[src/rtl/agc_probit_pkg.sv]
// Shared constants, state encoding and width helper for the AGC probit sequencer.
// The optional PROBIT_SEQ_AUTORESTART_EN build adds back-to-back integrations in the top.
package agc_probit_pkg;

    localparam int PROBIT_LANES  = 8;
    localparam int DEFAULT_NBITS = 21;

    // Largest period field whose full-length integration still fits below the sum MSB.
    function automatic int nclkBitsFor(input int nbits);
        return nbits - 1 - $clog2(PROBIT_LANES);
    endfunction

    localparam int DEFAULT_NCLK_BITS = nclkBitsFor(DEFAULT_NBITS);

    typedef logic [1:0] probit_state_t;

    localparam probit_state_t ST_IDLE    = 2'd0;
    localparam probit_state_t ST_CLEAR   = 2'd1;
    localparam probit_state_t ST_RUN     = 2'd2;
    localparam probit_state_t ST_CAPTURE = 2'd3;

endpackage

[src/rtl/agc_probit_period_counter.sv]
// Loadable down-counter with a zero flag; paces the RUN phase of the probit sequencer.
module agc_probit_period_counter
    import agc_probit_pkg::*;
#(
    parameter int WIDTH = DEFAULT_NCLK_BITS
) (
    input  logic             clk_i,
    input  logic             rst_i,
    input  logic             load_i,
    input  logic             dec_i,
    input  logic [WIDTH-1:0] value_i,
    output logic             zero_o
);

    logic [WIDTH-1:0] r_count;

    always_ff @(posedge clk_i) begin
        if (rst_i) begin
            r_count <= '0;
        end else if (load_i) begin
            r_count <= value_i;
        end else if (dec_i) begin
            r_count <= r_count - 1'b1;
        end
    end

    assign zero_o = (r_count == '0);

endmodule

[src/rtl/agc_probit_sequencer.sv]
// Clear/enable sequencer and result capture for one gt/lt probit accumulator pair.
// Optional macro PROBIT_SEQ_AUTORESTART_EN adds continuous_i for back-to-back integrations.
module agc_probit_sequencer
    import agc_probit_pkg::*;
#(
    parameter int    NBITS     = DEFAULT_NBITS,
    parameter int    NCLK_BITS = DEFAULT_NCLK_BITS,
    parameter string CLKTYPE   = "NONE"
) (
    input  logic                 clk_i,
    input  logic                 rst_i,
    input  logic                 start_i,
    input  logic                 abort_i,
    input  logic [NCLK_BITS-1:0] period_i,
`ifdef PROBIT_SEQ_AUTORESTART_EN
    input  logic                 continuous_i,
`endif
    output logic                 busy_o,
    output logic                 acc_rst_o,
    output logic                 acc_ce_o,
    input  logic [NBITS-1:0]     gt_sum_i,
    input  logic [NBITS-1:0]     lt_sum_i,
    output logic [NBITS-1:0]     gt_count_o,
    output logic [NBITS-1:0]     lt_count_o,
    output logic                 valid_o,
    input  logic                 ack_i,
    output logic                 overrun_o
);

    probit_state_t        r_state;
    probit_state_t        w_nextState;
    logic [NCLK_BITS-1:0] r_periodQ;
    logic                 r_accRst;
    logic                 r_accCe;
    logic                 r_busy;
    logic                 w_zero;
    logic                 w_continue;

    (* CUSTOM_CC_SRC = CLKTYPE *) logic [NBITS-1:0] r_gtCount;
    (* CUSTOM_CC_SRC = CLKTYPE *) logic [NBITS-1:0] r_ltCount;
    (* CUSTOM_CC_SRC = CLKTYPE *) logic             r_valid;
    logic                                           r_overrun;

`ifdef PROBIT_SEQ_AUTORESTART_EN
    assign w_continue = continuous_i;
`else
    assign w_continue = 1'b0;
`endif

    agc_probit_period_counter #(
        .WIDTH   (NCLK_BITS)
    ) u_periodCounter (
        .clk_i   (clk_i),
        .rst_i   (rst_i),
        .load_i  (r_state == ST_CLEAR),
        .dec_i   ((r_state == ST_RUN) && !w_zero),
        .value_i (r_periodQ),
        .zero_o  (w_zero)
    );

    always_comb begin
        w_nextState = r_state;
        case (r_state)
            ST_IDLE:    if (start_i) w_nextState = ST_CLEAR;
            ST_CLEAR:   w_nextState = abort_i ? ST_IDLE : ST_RUN;
            ST_RUN: begin
                if (abort_i)     w_nextState = ST_IDLE;
                else if (w_zero) w_nextState = ST_CAPTURE;
            end
            ST_CAPTURE: w_nextState = w_continue ? ST_CLEAR : ST_IDLE;
            default:    w_nextState = ST_IDLE;
        endcase
    end

    // Strobes are registered from the next state so they line up exactly with CLEAR/RUN.
    always_ff @(posedge clk_i) begin
        if (rst_i) begin
            r_state   <= ST_IDLE;
            r_periodQ <= '0;
            r_accRst  <= 1'b1;
            r_accCe   <= 1'b0;
            r_busy    <= 1'b0;
        end else begin
            r_state  <= w_nextState;
            r_accRst <= (w_nextState == ST_CLEAR);
            r_accCe  <= (w_nextState == ST_RUN);
            r_busy   <= (w_nextState != ST_IDLE);
            if ((r_state == ST_IDLE) && start_i) begin
                r_periodQ <= period_i;
            end
        end
    end

    // A capture in the same cycle as ack wins, so an acknowledged old result never counts as overrun.
    always_ff @(posedge clk_i) begin
        if (rst_i) begin
            r_gtCount <= '0;
            r_ltCount <= '0;
            r_valid   <= 1'b0;
            r_overrun <= 1'b0;
        end else if (r_state == ST_CAPTURE) begin
            r_gtCount <= gt_sum_i;
            r_ltCount <= lt_sum_i;
            r_valid   <= 1'b1;
            if (r_valid && !ack_i) begin
                r_overrun <= 1'b1;
            end
        end else if (ack_i) begin
            r_valid <= 1'b0;
        end
    end

    assign busy_o     = r_busy;
    assign acc_rst_o  = r_accRst;
    assign acc_ce_o   = r_accCe;
    assign gt_count_o = r_gtCount;
    assign lt_count_o = r_ltCount;
    assign valid_o    = r_valid;
    assign overrun_o  = r_overrun;

endmodule

[config.mk]
export PLATFORM = sky130hd
export DESIGN_NAME = agc_probit_sequencer
export DESIGN_NICKNAME = d
export VERILOG_FILES = /design/src/rtl/agc_probit_pkg.sv /design/src/rtl/agc_probit_period_counter.sv /design/src/rtl/agc_probit_sequencer.sv
export SDC_FILE = /design/constraint.sdc
export NUM_CORES = 1
export LEC_CHECK = 0
export BUFFER_PORTS_ARGS = -buffer_cell sky130_fd_sc_hd__buf_2
export CAP_MARGIN = 15
export CORE_ASPECT_RATIO = 0.7
export CORE_MARGIN = 1
export CORE_UTILIZATION = 45
export CTS_BUF_LIST = sky130_fd_sc_hd__clkbuf_2
export DETAILED_ROUTE_END_ITERATION = 12
export GPL_TIMING_DRIVEN = 0
export PLACE_DENSITY = 0.78
export REMOVE_ABC_BUFFERS = 1
export SYNTH_ARGS = -nofsm -noshare
export SYNTH_HDL_FRONTEND = slang
export SYNTH_SLANG_ARGS = --single-unit
[constraint.sdc]
create_clock -name clk_i -period 2 [get_ports clk_i]
set_clock_uncertainty 0.05 [all_clocks]
set_input_delay 0.1 -clock clk_i [delete_from_list [all_inputs] [get_ports clk_i]]
set_output_delay 0.1 -clock clk_i [all_outputs]
set_load 0.005 [all_outputs]
==> flow_metrics.tcl, run 1 <==
set metrics [dict create \
    path_clk_slew_ns 0.27 \
    nNetsFinal 664 \
    firstDrtPassIters 5 \
    diodes 0 \
    drc 0 \
    slew-limit-headroom_pct 59.50 \
    hold_end "lt_count_o[15]$_SDFFE_PP0P_" \
    synth_compound_gate_area_share_pct 17.77 \
    synthSimpleGateAreaFrac_pct 28.17 \
    total_leakage_power_nw 2.062 \
    cp.arrival_ns 2.33 \
    period_share_pct 96.24 \
    dieHeight_um 74.90 \
    cts_sinks 83 \
    power_mw 3.637 \
    end_kind "flip-flop" \
    reg2reg_from "u_periodCounter.r_count[4]$_SDFFE_PP0P_" \
    fillers 546 \
    powerDensity_nw_per_um2 727.0 \
    dieArea_um2 7949 \
    fmax_mhz 519.5 \
    rows 26 \
    cts_htree_levels 3 \
    cts_tree "built" \
    vias_per_cell 5.492 \
    rsz0062_at_grt "no" \
    path_class "flip-flop to flip-flop" \
    synth.distinct_cells 48 \
    clk_latency_ns 0.54 \
    ir_drop_mv 0.3915 \
    areaGrowthSynthToFinish_pct 46.45 \
    postRouteAntennaNets 0 \
    layout_min_cycle_time_ns 1.925 \
    drt-initial-drc-count 299 \
    hold_path.class "primary input to flip-flop" \
    yosysSeqAreaShare_pct 48.64 \
    synth_xor_area_share_pct 0 \
    wl_um 10620 \
    grt_pass1_wl_um 15750 \
    cts_made_buffers 9 \
    antenna_found_initial 0 \
    async_flop_share_pct 0 \
    core_area_um2 7320 \
    grt_pass1_vias 3358 \
    vias 3850 \
    hold_depth 4 \
    die_w_um 106.1 \
    io_buffers 110 \
    setup_violations 0 \
    rr_worst_depth 4 \
    synth_mux_area_share_pct 0.6227 \
    dpl-instance-area_um2 4020 \
    synth_area_um2 3416 \
    whs_ns 0.2438 \
    r2r_end "u_periodCounter.r_count[3]$_SDFFE_PP0P_" \
    syn_avg_cell_area_um2 7.925 \
    final_cell_mix "nand2_1, buf_2, dfxtp_1" \
    ys_warn_count 0 \
    ys_ff_latch 83 \
    synthFlopType "dfxtp_1" \
    synthAdderAreaFrac_pct 0.7326 \
    crit_path_max_fanout 7 \
    stdcell_area_um2 5002 \
    grt_overflow 0 \
    cts-root-buf "clkbuf_2" \
    hold_viol 0 \
    start_kind "flip-flop" \
    dp_hpwl_um 5653 \
    synth_edf_count 0 \
    max-clock-path-buffers 2 \
    boundaryPins 111 \
    wl_per_cell_um 15.15 \
    synth_top_family_by_area "simple AND/OR/NAND/NOR gates" \
    final_common_cell "nand2_1" \
    drv_slew 0 \
    worst-slew-pin-transition_ns 0.6076 \
    floorplan.initialDensity_pct 46.67 \
    required_ns 2.41 \
    synthCells 431 \
    reg2reg_slack_ns 0.08 \
    drive_above_1_share_pct 27.03 \
    drv_cap 0 \
    grt_max_degree 53 \
    track_usage_pct 24.77 \
    run_status "finished, final reports clean" \
    hp-start "lt_sum_i[15]" \
    globalplace.congestion 0.9301 \
]
-- stage by stage --
stage	setup slack, ns	cells	setup TNS, ns	util [%]
global placement	-1.111	611	-48.02	54.17
floorplan	-0.2844	403	-11.95	-
detailed placement	-0.2282	613	-1.653	54.92
global route	0.008094	701	0	68.34
finish	0.07520	701	0	68.34
CTS	0.002775	697	0	67.11
-- worst max-delay path by stage --
stage | from | to | slack, ns | depth (start not counted)
global route | u_periodCounter.r_count[1]$_SDFFE_PP0P_ | u_periodCounter.r_count[10]$_SDFFE_PP0P_ | 0.008 | 6
CTS | r_state[1]$_SDFF_PP0_ | u_periodCounter.r_count[10]$_SDFFE_PP0P_ | 0.003 | 4
floorplan | r_state[0]$_SDFF_PP0_ | gt_count_o[0]$_SDFFE_PP0P_ | -0.28 | 4
finish | u_periodCounter.r_count[4]$_SDFFE_PP0P_ | u_periodCounter.r_count[3]$_SDFFE_PP0P_ | 0.08 | 4
global placement | r_state[0]$_SDFF_PP0_ | gt_count_o[4]$_SDFFE_PP0P_ | -1.11 | 4
detailed placement | u_periodCounter.r_count[0]$_SDFFE_PP0P_ | u_periodCounter.r_count[10]$_SDFFE_PP0P_ | -0.23 | 6
-- per-layer routing --
metal	global-route usage, %	vias up	part of all wire, %
met3	5.281	43	7.6
met4	10.34	0	3.1
met1	33.44	1776	42
met2	39.11	192	47
li1	-	1839	-
met5	0	-	0
-- critical path, cell delays in order (launching register included) --
cell      delay [ns]
dfxtp_1         0.44
nor4_2          0.55
and4_4          0.39
o21ai_1         0.11
a311oi_1        0.30
-- cells by family (layout without fill, tap and decap cells) --
group / Yosys count / after routing
AO/OA/AOI/OAI: 104 / 104
AND/OR/NAND/NOR: 208 / 210
multiplexers: 2 / 2
flip-flops: 83 / 83
buffers and inverters: 32 / 202
adder cells (fa/ha/maj): 2 / 2
-- final cells by class --
cell class / instances / area [um^2] / share of cell area [%]
Clock inverter: 7 / 130.1 / 2.601
Clock buffer: 9 / 45.04 / 0.9004
Tap cell: 98 / 122.6 / 2.451
Inverter: 4 / 15.01 / 0.3001
Sequential cell: 83 / 1667 / 33.32
Timing Repair Buffer: 182 / 1297 / 25.94
Multi-Input combinational cell: 318 / 1725 / 34.49
-- where the power goes --
part	leakage, nW	switching [mW]	internal, mW	total (mW)
sequential	0.675	0.0575	1.71	1.77
clock	0.101	0.648	0.566	1.21
combinational	1.29	0.331	0.320	0.651
-- registers in the layout, summed over array words and instances (netlist names) --
| name | count |
|---|---|
| acc_ce_o | 1 |
| r_state | 2 |
| lt_count_o | 21 |
| valid_o | 1 |
| acc_rst_o | 1 |
| busy_o | 1 |
| r_periodQ | 17 |
| gt_count_o | 21 |
| overrun_o | 1 |
| u_periodCounter.r_count | 17 |
-- synth_stat cells, types with 4 or more instances --
| master | number | share of area, % |
|---|---|---|
| and2_1 | 4 | 0.73 |
| nor4_1 | 4 | 0.73 |
| nand4_1 | 8 | 1.5 |
| a211oi_1 | 5 | 1.1 |
| a21oi_1 | 66 | 9.7 |
| nand2b_1 | 4 | 0.73 |
| a31oi_1 | 8 | 1.5 |
| nor3_1 | 5 | 0.73 |
| a311oi_1 | 6 | 1.5 |
| clkbuf_1 | 22 | 2.4 |
| nand2_1 | 131 | 14 |
| nor2_1 | 18 | 2.0 |
| dfxtp_1 | 83 | 49 |
| o21ai_1 | 4 | 0.59 |
| nand3_1 | 9 | 1.3 |
-- what timing repair did --
item,4_1_cts,5_1_grt
buffers inserted,4,3
pin swaps,2,3
resized for setup,13,13
setup endpoints to repair,21,59
endpoints found under the hold margin,65,0
gates cloned,1,1
hold buffers,63,0
Power figures use the tool's default switching activity.
==> run 2, diff against run 1 <==
CORE_MARGIN = 2   (was 1)
==> flow_metrics.tcl, run 2 (synthesis gave the netlist of run 1 again) <==
set metrics [dict create \
    hold_path.class "primary input to flip-flop" \
    dp_cells 613 \
    start_kind "flip-flop" \
    hold_viol 0 \
    drive_above_1_share_pct 26.70 \
    path_class "flip-flop to flip-flop" \
    drc 0 \
    cts_tree "built" \
    boundaryPins 111 \
    dp_hpwl_um 6100 \
    ir_drop_mv 0.4202 \
    grt_pass1_wl_um 17350 \
    rows 26 \
    tns_ns 0 \
    path_clk_slew_ns 0.26 \
    globalplace.congestion 0.9261 \
    fin_ws_ns 0.02835 \
    stdcell_area_um2 4971 \
    cts-root-buf "clkbuf_2" \
    combPwrFrac_pct 18.7 \
    track_usage_pct 26.02 \
    p_sw_mw 1.035 \
    core_area_um2 7320 \
    seq_power_share_pct 50.6 \
    required_ns 2.41 \
    place_ws_ns -0.2669 \
    dpl-instance-area_um2 4020 \
    clk_latency_ns 0.56 \
    postRouteAntennaNets 0 \
    fin_cells 701 \
    final_cell_mix "nand2_1, buf_2, dfxtp_1" \
    drt-initial-drc-count 413 \
    antenna_found_initial 0 \
    floorplan.initialDensity_pct 46.67 \
    end_kind "flip-flop" \
    slew-limit-headroom_pct 37.90 \
    layout_min_cycle_time_ns 1.972 \
    vias_per_cell 5.484 \
    crit_path_max_fanout 6 \
    path_cells "inv_2 -> ha_4 -> nor4b_4 -> nand4_1 -> a311oi_1 -> nor4_1" \
    dieHeight_um 76.90 \
    die_w_um 108.1 \
    final_common_cell "nand2_1" \
    cts_htree_levels 3 \
    grt_pass1_vias 3674 \
    p_int_mw 2.477 \
    vias 3844 \
    power_mw 3.512 \
    switching_share_pct 29.48 \
    grt_overflow 0 \
    drv_cap 0 \
    run_status "finished, final reports clean" \
    cts_sinks 83 \
    cp.arrival_ns 2.38 \
    max-clock-path-buffers 2 \
    diodes 0 \
    drv_slew 0 \
    worst-slew-pin-transition_ns 0.9305 \
    fmax_mhz 507.2 \
    total_leakage_power_nw 2.050 \
    powerDensity_nw_per_um2 706.5 \
    nNetsFinal 664 \
    setup_violations 0 \
    dieArea_um2 8315 \
    clockPowerShare_pct 30.7 \
    areaGrowthSynthToFinish_pct 45.53 \
    cts_made_buffers 9 \
    grt_max_degree 48 \
    wl_um 11110 \
    wl_per_cell_um 15.84 \
    io_buffers 110 \
    critPathMaxStageDelay_ns 0.43 \
    firstDrtPassIters 6 \
    crit_slowest_cell "dfxtp_4" \
    period_share_pct 98.58 \
]
## run 2: cell count changes in the layout (fill, tap and decap cells not counted), moves of 2 or more
cell | before | now
ha_2 | 2 | 0
dfxtp_2 | 4 | 2
buf_4 | 5 | 7
dfxtp_4 | 0 | 2
clkinv_4 | 0 | 2
## run 2: critical path, delay by kind of cell (launching register included)
family                     cells  cell delay (ns)
buffers and inverters          1             0.11
adders and majority gates      1             0.15
AOI/OAI and AO/OA              1             0.39
and+or+nand+nor                3             0.74
DFF                            1             0.43
## run 2: worst paths after layout
kind / from / end / slack [ns] / cells after the start
worst max-delay path: u_periodCounter.r_count[0]$_SDFFE_PP0P_ / u_periodCounter.r_count[7]$_SDFFE_PP0P_ / 0.03 / 6
worst min-delay path: rst_i / overrun_o$_SDFFE_PP0P_ / 0.07 / 2
worst max register to register: u_periodCounter.r_count[0]$_SDFFE_PP0P_ / u_periodCounter.r_count[7]$_SDFFE_PP0P_ / 0.03 / 6
worst min register to register: lt_count_o[5]$_SDFFE_PP0P_ / lt_count_o[5]$_SDFFE_PP0P_ / 0.42 / 2
## run 2: per-layer routing
layer  GRT usage [%]  vias to the layer above  share of wire [%]  wire length, um
met2           42.64                      218                 48             5381
li1                -                     1830                  -                -
met5               0                        -                  0                0
met3           6.122                       46                6.8              758
met4           12.95                        0                4.0              439
met1           31.94                     1750                 41             4528
## run 2: cell type report
| type | instances | area (um^2) |
|---|---|---|
| inverters | 4 | 15.01 |
| clock inverters | 7 | 106.4 |
| multi-input cells | 318 | 1719 |
| clock buffers | 9 | 45.04 |
| well taps | 98 | 122.6 |
| fillers | 536 | 2349 |
| repair buffers | 182 | 1291 |
| flip-flops and latches | 83 | 1672 |
## run 2: repair_timing
item	in CTS	in global routing
hold buffers	62	0
pin swaps	0	3
buffers inserted	1	7
hold endpoints to repair	65	0
cloned	0	2
resized for setup	14	10
setup endpoints to repair	18	59
## run 2: through the flow
| stage | hold slack [ns] | util (%) |
|---|---|---|
| final | 0.07158 | 67.91 |
| after detailed placement | 0.2766 | 54.92 |
| after CTS | 0.03644 | 66.24 |
| after global routing | 0.09265 | 67.91 |
| after global placement | 0.2627 | 54.17 |
| after floorplan | 0.1191 | - |
## run 2: power by group through the flow
stage          registers (mW)  logic, mW  clock network, mW
2_1_floorplan            1.78      0.236                  0
6_report                 1.78      0.658               1.08
3_5_place_dp             1.79      0.412                  0
5_1_grt                  1.78      0.707               1.16
3_3_place_gp             1.79      0.394                  0
4_1_cts                  1.77      0.536               1.10
